<file path="src/rtl/regfile_pkg.sv">
// Shared widths, enable levels and sweep FSM encodings for the 32 x 32 register file.
package regfile_pkg;

  localparam int REG_BUS      = 32;
  localparam int REG_ADDR_BUS = 5;
  localparam int REG_NUM      = 32;

  localparam logic [REG_BUS-1:0] ZERO_WORD = '0;

  localparam logic WRITE_ENABLE = 1'b1;
  localparam logic READ_ENABLE  = 1'b1;
  localparam logic RST_ENABLE   = 1'b1;

  typedef enum logic {
    ST_INIT = 1'b0,
    ST_RUN  = 1'b1
  } state_t;

  // Entry 0 is hardwired, so the clear sweep covers 1..REG_NUM-1 only.
  localparam logic [REG_ADDR_BUS-1:0] SWEEP_FIRST = REG_ADDR_BUS'(1);
  localparam logic [REG_ADDR_BUS-1:0] SWEEP_LAST  = REG_ADDR_BUS'(REG_NUM - 1);

endpackage

</file>
<file path="src/rtl/regfile.sv">
// Two-read / one-write register file with a 31-cycle clear sweep after reset; reads are combinational.
// Define REGFILE_BYPASS_EN to forward same-cycle write data to a matching read port.
module regfile
  import regfile_pkg::*;
(
  input  logic                    clk,
  input  logic                    rst,
  input  logic                    we,
  input  logic [REG_ADDR_BUS-1:0] waddr,
  input  logic [REG_BUS-1:0]      wdata,
  input  logic                    re1,
  input  logic [REG_ADDR_BUS-1:0] raddr1,
  input  logic                    re2,
  input  logic [REG_ADDR_BUS-1:0] raddr2,
  output logic [REG_BUS-1:0]      rdata1,
  output logic [REG_BUS-1:0]      rdata2,
  output logic                    ready
);

  state_t                  state;
  logic [REG_ADDR_BUS-1:0] sweep_cnt;
  logic                    run;

  logic [REG_BUS-1:0]      mem [REG_NUM];
  logic                    mem_we;
  logic [REG_ADDR_BUS-1:0] mem_addr;
  logic [REG_BUS-1:0]      mem_dat;

  logic                    in_rst;
  logic                    byp1;
  logic                    byp2;

  assign in_rst = (rst == RST_ENABLE);

  // The counter parks on the last entry rather than wrapping back to the hardwired zero.
  always_ff @(posedge clk) begin
    if (in_rst) begin
      state     <= ST_INIT;
      sweep_cnt <= SWEEP_FIRST;
      run       <= 1'b0;
    end else begin
      case (state)
        ST_INIT: begin
          if (sweep_cnt == SWEEP_LAST) begin
            state <= ST_RUN;
            run   <= 1'b1;
          end else begin
            sweep_cnt <= sweep_cnt + 1'b1;
          end
        end
        ST_RUN: run <= 1'b1;
      endcase
    end
  end

  assign ready = run & ~in_rst;

  always_comb begin
    mem_we   = 1'b0;
    mem_addr = sweep_cnt;
    mem_dat  = ZERO_WORD;
    if (!in_rst) begin
      if (state == ST_INIT) begin
        mem_we = 1'b1;
      end else if (we == WRITE_ENABLE && waddr != '0) begin
        mem_we   = 1'b1;
        mem_addr = waddr;
        mem_dat  = wdata;
      end
    end
  end

  always_ff @(posedge clk) begin
    if (mem_we) mem[mem_addr] <= mem_dat;
  end

`ifdef REGFILE_BYPASS_EN
  assign byp1 = (we == WRITE_ENABLE) && (waddr == raddr1);
  assign byp2 = (we == WRITE_ENABLE) && (waddr == raddr2);
`else
  assign byp1 = 1'b0;
  assign byp2 = 1'b0;
`endif

  function automatic logic [REG_BUS-1:0] read_port(
    input logic                    rdy,
    input logic                    en,
    input logic [REG_ADDR_BUS-1:0] ra,
    input logic                    byp,
    input logic [REG_BUS-1:0]      fwd,
    input logic [REG_BUS-1:0]      arr
  );
    if (!rdy || en != READ_ENABLE || ra == '0) return ZERO_WORD;
    if (byp) return fwd;
    return arr;
  endfunction

  assign rdata1 = read_port(ready, re1, raddr1, byp1, wdata, mem[raddr1]);
  assign rdata2 = read_port(ready, re2, raddr2, byp2, wdata, mem[raddr2]);

endmodule

</file>
<file path="config.mk">
export PLATFORM = sky130hd
export DESIGN_NAME = regfile
export DESIGN_NICKNAME = d
export VERILOG_FILES = /design/src/rtl/regfile_pkg.sv /design/src/rtl/regfile.sv
export SDC_FILE = /design/constraint.sdc
export NUM_CORES = 1
export LEC_CHECK = 0
export CAP_MARGIN = 10
export CELL_PAD_IN_SITES_DETAIL_PLACEMENT = 0
export CELL_PAD_IN_SITES_GLOBAL_PLACEMENT = 1
export CORE_ASPECT_RATIO = 0.6
export CORE_MARGIN = 10
export CORE_UTILIZATION = 34
export CTS_CLUSTER_DIAMETER = 30
export DETAILED_ROUTE_END_ITERATION = 6
export GPL_TIMING_DRIVEN = 0
export PLACE_DENSITY_LB_ADDON = 0.1
export SETUP_SLACK_MARGIN = 0.05
export SLEW_MARGIN = 20
export SYNTH_ARGS = -nofsm -noshare
export SYNTH_HDL_FRONTEND = slang
export SYNTH_SLANG_ARGS = --single-unit
</file>
<file path="constraint.sdc">
create_clock -name clk -period 7.9 [get_ports clk]
set_input_delay 1.58 -clock clk [delete_from_list [all_inputs] [get_ports clk]]
set_output_delay 1.58 -clock clk [all_outputs]
set_load 0.05 [all_outputs]
</file>
**Word level (Yosys, flattened, before mapping)**

Memory sizes are Yosys's and may differ from the RTL's.
Cells that the tools add are included.

- Register bits after elaboration: 7
- Bits in writable memories: 1024
- Bits of input ports: 52
- Logic and storage cells: 48
- Memories kept: 1

Memories:

| name | depth | bits a word | rd ports | clocked after memory_dff | wr ports | RTL line | source |
|---|---|---|---|---|---|---|---|
| mem | 32 | 32 | 2 | 0 | 1 | regfile.sv:24 | `logic [REG_BUS-1:0] mem [REG_NUM];` |

- Add/subtract/negate cells: 1
- Equal/unequal tests: 2
- Multiplexer cells: 25
- Bitwise operators: 6
- Reductions and logical operators: 10

Operators with widths:

| operator | number |
|---|---|
| $mux 32 | 9 |
| $mux 5 | 3 |
| $mux 1 | 12 |
| $logic_not 5->1 | 2 |
| $add 5x1->5 const B | 1 |
| $eq 5x5->1 const B | 1 |
| $not 1->1 | 5 |
| $reduce_bool 5->1 | 1 |
| $logic_or 1x1->1 | 4 |
| $ne 2x2->1 const B | 1 |
| $pmux 1 s2 | 1 |
| $reduce_and 2->1 | 1 |
| $and 1x1->1 | 1 |
| $logic_and 1x1->1 | 1 |
| $logic_not 1->1 | 1 |

**Depth between registers and ports, before layout**

- Depth in word-level cells: 9
- Gate-level depth with buffers: 9
- Gate-level depth less buffers: 7

**Least setup slack after synthesis**

OpenSTA, ideal clock, no wires.

- Path type: input to register
- Start point: input port rst
- End point: memory mem[16][0], enable pin
- Arrival time: 5.875 ns
- Setup slack: 1.524 ns
- Stages: 5
- Buffers on the path: 1
- Path through: nand2b_1 a211oi_4 mux2_2 clkbuf_1 nor4_1

- Cells in the longest elaborated chain, start to end: 3
- Elaborated cells between the ends (all ways): 4

Ends and longest elaborated chain:

| element | RTL line | source |
|---|---|---|
| from (decl) | regfile.sv:7 | `input logic rst,` |
| $mux 1 | regfile.sv:62 | `if (!in_rst) begin` |
| $mux 1 | regfile.sv:74 | `if (mem_we) mem[mem_addr] <= mem_dat;` |
| $mux 1 (not written as such) | regfile.sv:74 |  |
| to (decl) | regfile.sv:24 |  |

Parallel ways exist; a longest one is shown, timed or not.

**Final worst setup path**

- Start point: input port raddr2[1]
- End point: output port rdata2[31]

- Cells in the longest elaborated chain, start to end: 4
- Elaborated cells between the ends (all ways): 6

Ends and longest elaborated chain:

| element | RTL line | source |
|---|---|---|
| from (decl) | regfile.sv:14 | `input logic [REG_ADDR_BUS-1:0] raddr2,` |
| branches (longest 3 deep; another with $mem_v2 32x32) | n/a |  |
| $mux 32 (*) | regfile.sv:94 | `if (byp) return fwd;` |
| to (decl) | regfile.sv:16 | `output logic [REG_BUS-1:0] rdata2,` |

Every way passes the cells marked *.

==> flow_summary_export.csv <==
group,metric,value,unit
die,die-width,508,um
die,boundaryPins,117,
power,switching_power,3.56,mW
clocking,cts_buffer_count,188,
run_status,status,"finished clean",
placed_design,detailed_place_hpwl,154000,um
power,power_frac_clock,0.546,
global_routing,grt_overflow_total,0,
power,share_seq_of_total_power,0.394,
die,die-height,313,um
synth,synth_commonest_cells,"sky130_fd_sc_hd__edfxtp_1, sky130_fd_sc_hd__mux4_2, sky130_fd_sc_hd__mux2i_1",
clocking,cts_hold_buffers,0,
synth,synth-async-reset-ratio,0,
job,timing.max_cap.violations,0,
sta,final_min_period_over_clock_period,0.976,
synth,yosysUniqueCellTypes,51,
synth,yosysSeqAreaShare,0.636,
sta,tightest_pin_transition,1.27,ns
synth,synth_enable_flop_cells,1024,
power,total_leakage_power,19.5,nW
clocking,clk_transition_reported_paths,0.05,ns
placed_design,placed_cell_count,4815,
clocking,cts_buffer_depth,3,
detailed_routing,via_count_of_the_routed_design,31400,
clocking,htree_levels,4,
global_routing,number_of_antenna_violations_at_the_first_check_in_global_routing,14,
global_routing,first_global_vias,31400,
die,floorplan.core_area,0.142,sq mm
sta,unrepaired_setup_endpoints_after_global_routing,"no",
critical_path,arrival,6.13,ns
clocking,clock-root-buffer,"sky130_fd_sc_hd__clkbuf_16",
synth,synth.most_common_cell,"sky130_fd_sc_hd__edfxtp_1",
power,ir_drop,0.177,mV
power,switching_share,0.233,
finish,finalNonFillerCells,5170,
sta,timing.final.ws_setup,0.192,ns
detailed_routing,route.detailed.vias_per_inst,6.07,
sta,max-slew-margin-rel,0.156,
placed_design,gp_routability_congestion,0.864,
critical_path,timing_worst_setup_path_type,"primary input to output port",
global_routing,grt_first_pass_wirelength,275000,um
critical_path,timing.critical_path.to_type,"output port",
sta,setup_viol,0,
sta,finalClockSkew,0.0325,ns
placed_design,placedInstanceArea,0.0540,sq mm
critical_path,worstRegToRegCells,10,
synth,synthesis.nets,2583,
synth,post_synth_main_area_contributors,"sky130_fd_sc_hd__edfxtp_1, sky130_fd_sc_hd__mux4_2, sky130_fd_sc_hd__mux2i_1",
clocking,clock-sinks,1031,
power,finalPower,15.3,mW
sta,maxClockFrequency,0.130,GHz
sta,clock_period_minus_worst_slack,7.71,ns
finish,final_design_area_no_fill,0.0606,sq mm
global_routing,global_route.usage.total,0.255,
power,combPwrFrac,0.060,
critical_path,worstSetupStartpointType,"primary input",
synth,ys_dominant_reg_cell,"sky130_fd_sc_hd__edfxtp_1",
placed_design,io_buffers,109,
synth,synthDominantAreaCellType,"sky130_fd_sc_hd__edfxtp_1",
sta,finalHoldViolations,0,
detailed_routing,routed_wirelength,208000,um
worst_hold_path,min_path_cells,2,
clocking,insertion_delay,0.80,ns
synth,syn-cell-area,0.0486,sq mm
synth,ys.warnings.count,0,
detailed_routing,avgRoutedWirePerCell,40.2,um
detailed_routing,firstDrtPassIters,6,
critical_path,critical_path.max_fanout,10,
finish,finish.net_count,3151,
die,starting_utilization_of_the_core_area,0.342,
placed_design,detailedPlace.worstSlack,-0.0263,ns
die,floorplan.die_area,0.159,sq mm
synth,post_synth.cell_area_avg,19.2,sq um
finish,area_growth,24.8,%
die,num_rows,107,
critical_path,data_required_time_at_the_worst_endpoint,6.32,ns
synth,synth_top_cell_area_share,0.633,
power,power_report.internal_total,11.7,mW
global_routing,maximum_number_of_pins_on_one_net_before_global_route_repair,33,
synth,ys_ff_latch,1031,
finish,drive_above_1_share,0.382,
clocking,tritoncts_clock_tree,"done",
sta,timing.final.max_slew_violations,0,
detailed_routing,detail_route.iter0.violations,4519,
worst_hold_path,min_path_type,"flip-flop to flip-flop",
detailed_routing,ant_nets,0,
power,power_density,252,mW/mm^2
synth,postSynthCellCount,2529,
detailed_routing,remaining_drc_errors,0,
kinds of logic after synthesis:
family | after synthesis | synth area share
compound gates | 232 | 0.0374
flops | 1031 | 0.636
mux | 806 | 0.275
simple gates | 244 | 0.0275
xor+xnor | 3 | 0.000541
fa+ha+maj | 2 | 0.000515
buf+inv | 211 | 0.0231
routing by layer:
metal | vias to the layer above | global-route usage | wire length (um)
met4 | 0 | 0.0841 | 6650
met1 | 16700 | 0.362 | 87500
met2 | 2205 | 0.353 | 85000
met3 | 322 | 0.105 | 28600
met5 | - | 0 | 0
li1 | 12100 | - | -
sequential cells by signal, indices dropped and copies added (netlist names):
register   flops
run            1
state          1
mem         1024
sweep_cnt      5
path summary, 6_finish.rpt:
check,endpoint,start,slack [ns]
min,sweep_cnt[4],sweep_cnt[4],0.58
max,rdata2[31],raddr2[1],0.19
min reg2reg,sweep_cnt[4],sweep_cnt[4],0.58
max reg2reg,mem[31][24],state,3.89
worst max-delay path, stage by stage:
cell and delay, ns:
sky130_fd_sc_hd__clkdlybuf4s50_1 0.82, sky130_fd_sc_hd__buf_4 0.38, sky130_fd_sc_hd__buf_4 0.33, sky130_fd_sc_hd__nor4_1 0.11, sky130_fd_sc_hd__or3_1 0.33, sky130_fd_sc_hd__buf_1 0.44, sky130_fd_sc_hd__o221ai_1 0.98, sky130_fd_sc_hd__o31a_1 0.29
sky130_fd_sc_hd__clkdlybuf4s50_1 0.82
placed cells by master, fill, tap and decap left out, types with 23 or more instances in the layout:
| master | instances |
|---|---|
| sky130_fd_sc_hd__clkdlybuf4s50_1 | 105 |
| sky130_fd_sc_hd__nor4_2 | 24 |
| sky130_fd_sc_hd__buf_4 | 128 |
| sky130_fd_sc_hd__o221ai_1 | 36 |
| sky130_fd_sc_hd__buf_6 | 23 |
| sky130_fd_sc_hd__o22a_1 | 32 |
| sky130_fd_sc_hd__mux4_2 | 405 |
| sky130_fd_sc_hd__edfxtp_1 | 1024 |
| sky130_fd_sc_hd__mux2_2 | 33 |
| sky130_fd_sc_hd__a22oi_1 | 79 |
| sky130_fd_sc_hd__and2_2 | 30 |
| sky130_fd_sc_hd__buf_2 | 233 |
| sky130_fd_sc_hd__bufinv_16 | 29 |
| sky130_fd_sc_hd__clkbuf_2 | 24 |
| sky130_fd_sc_hd__mux2i_1 | 355 |
| sky130_fd_sc_hd__clkinv_2 | 31 |
| sky130_fd_sc_hd__nand3_1 | 44 |
| sky130_fd_sc_hd__clkbuf_1 | 75 |
| sky130_fd_sc_hd__clkbuf_16 | 190 |
| sky130_fd_sc_hd__nand2_1 | 41 |
| sky130_fd_sc_hd__nand2b_1 | 30 |
area by class of cell:
class / count / area (sq um)
repair buffers: 379 / 2790
multi-input cells: 1287 / 16900
inverters: 4 / 15.0
plain buffers: 206 / 1150
clock buffers: 211 / 4840
diodes: 5 / 12.5
clock inverters: 140 / 1700
fillers: 12500 / 81300
flip-flops and latches: 1031 / 30900
well taps: 1907 / 2390
stage by stage:
| step | setup TNS, ns | utilization | hold WS (ns) |
|---|---|---|---|
| global placement | -4090.05 | 0.367 | 0.544 |
| floorplan | 0 | - | 0.493 |
| CTS | 0 | 0.427 | 0.575 |
| detailed placement | -0.0488 | 0.381 | 0.566 |
| global route | 0 | 0.427 | 0.613 |
| finish | 0 | 0.427 | 0.578 |
power groups by stage:
stage,combinational [mW],clock (mW),sequential [mW]
2_1_floorplan,0.501,0,6.12
3_3_place_gp,0.867,0,6.14
3_5_place_dp,0.900,0,6.13
4_1_cts,0.902,8.42,6.03
5_1_grt,0.938,8.72,6.03
6_report,0.914,8.34,6.03
timing repair:
item	in CTS	in global routing
endpoints found under the hold margin	0	0
resized for setup	0	9
pin swaps	0	0
buffers inserted	0	0
setup endpoints to repair	3	7
Power figures use the tool's default switching activity.
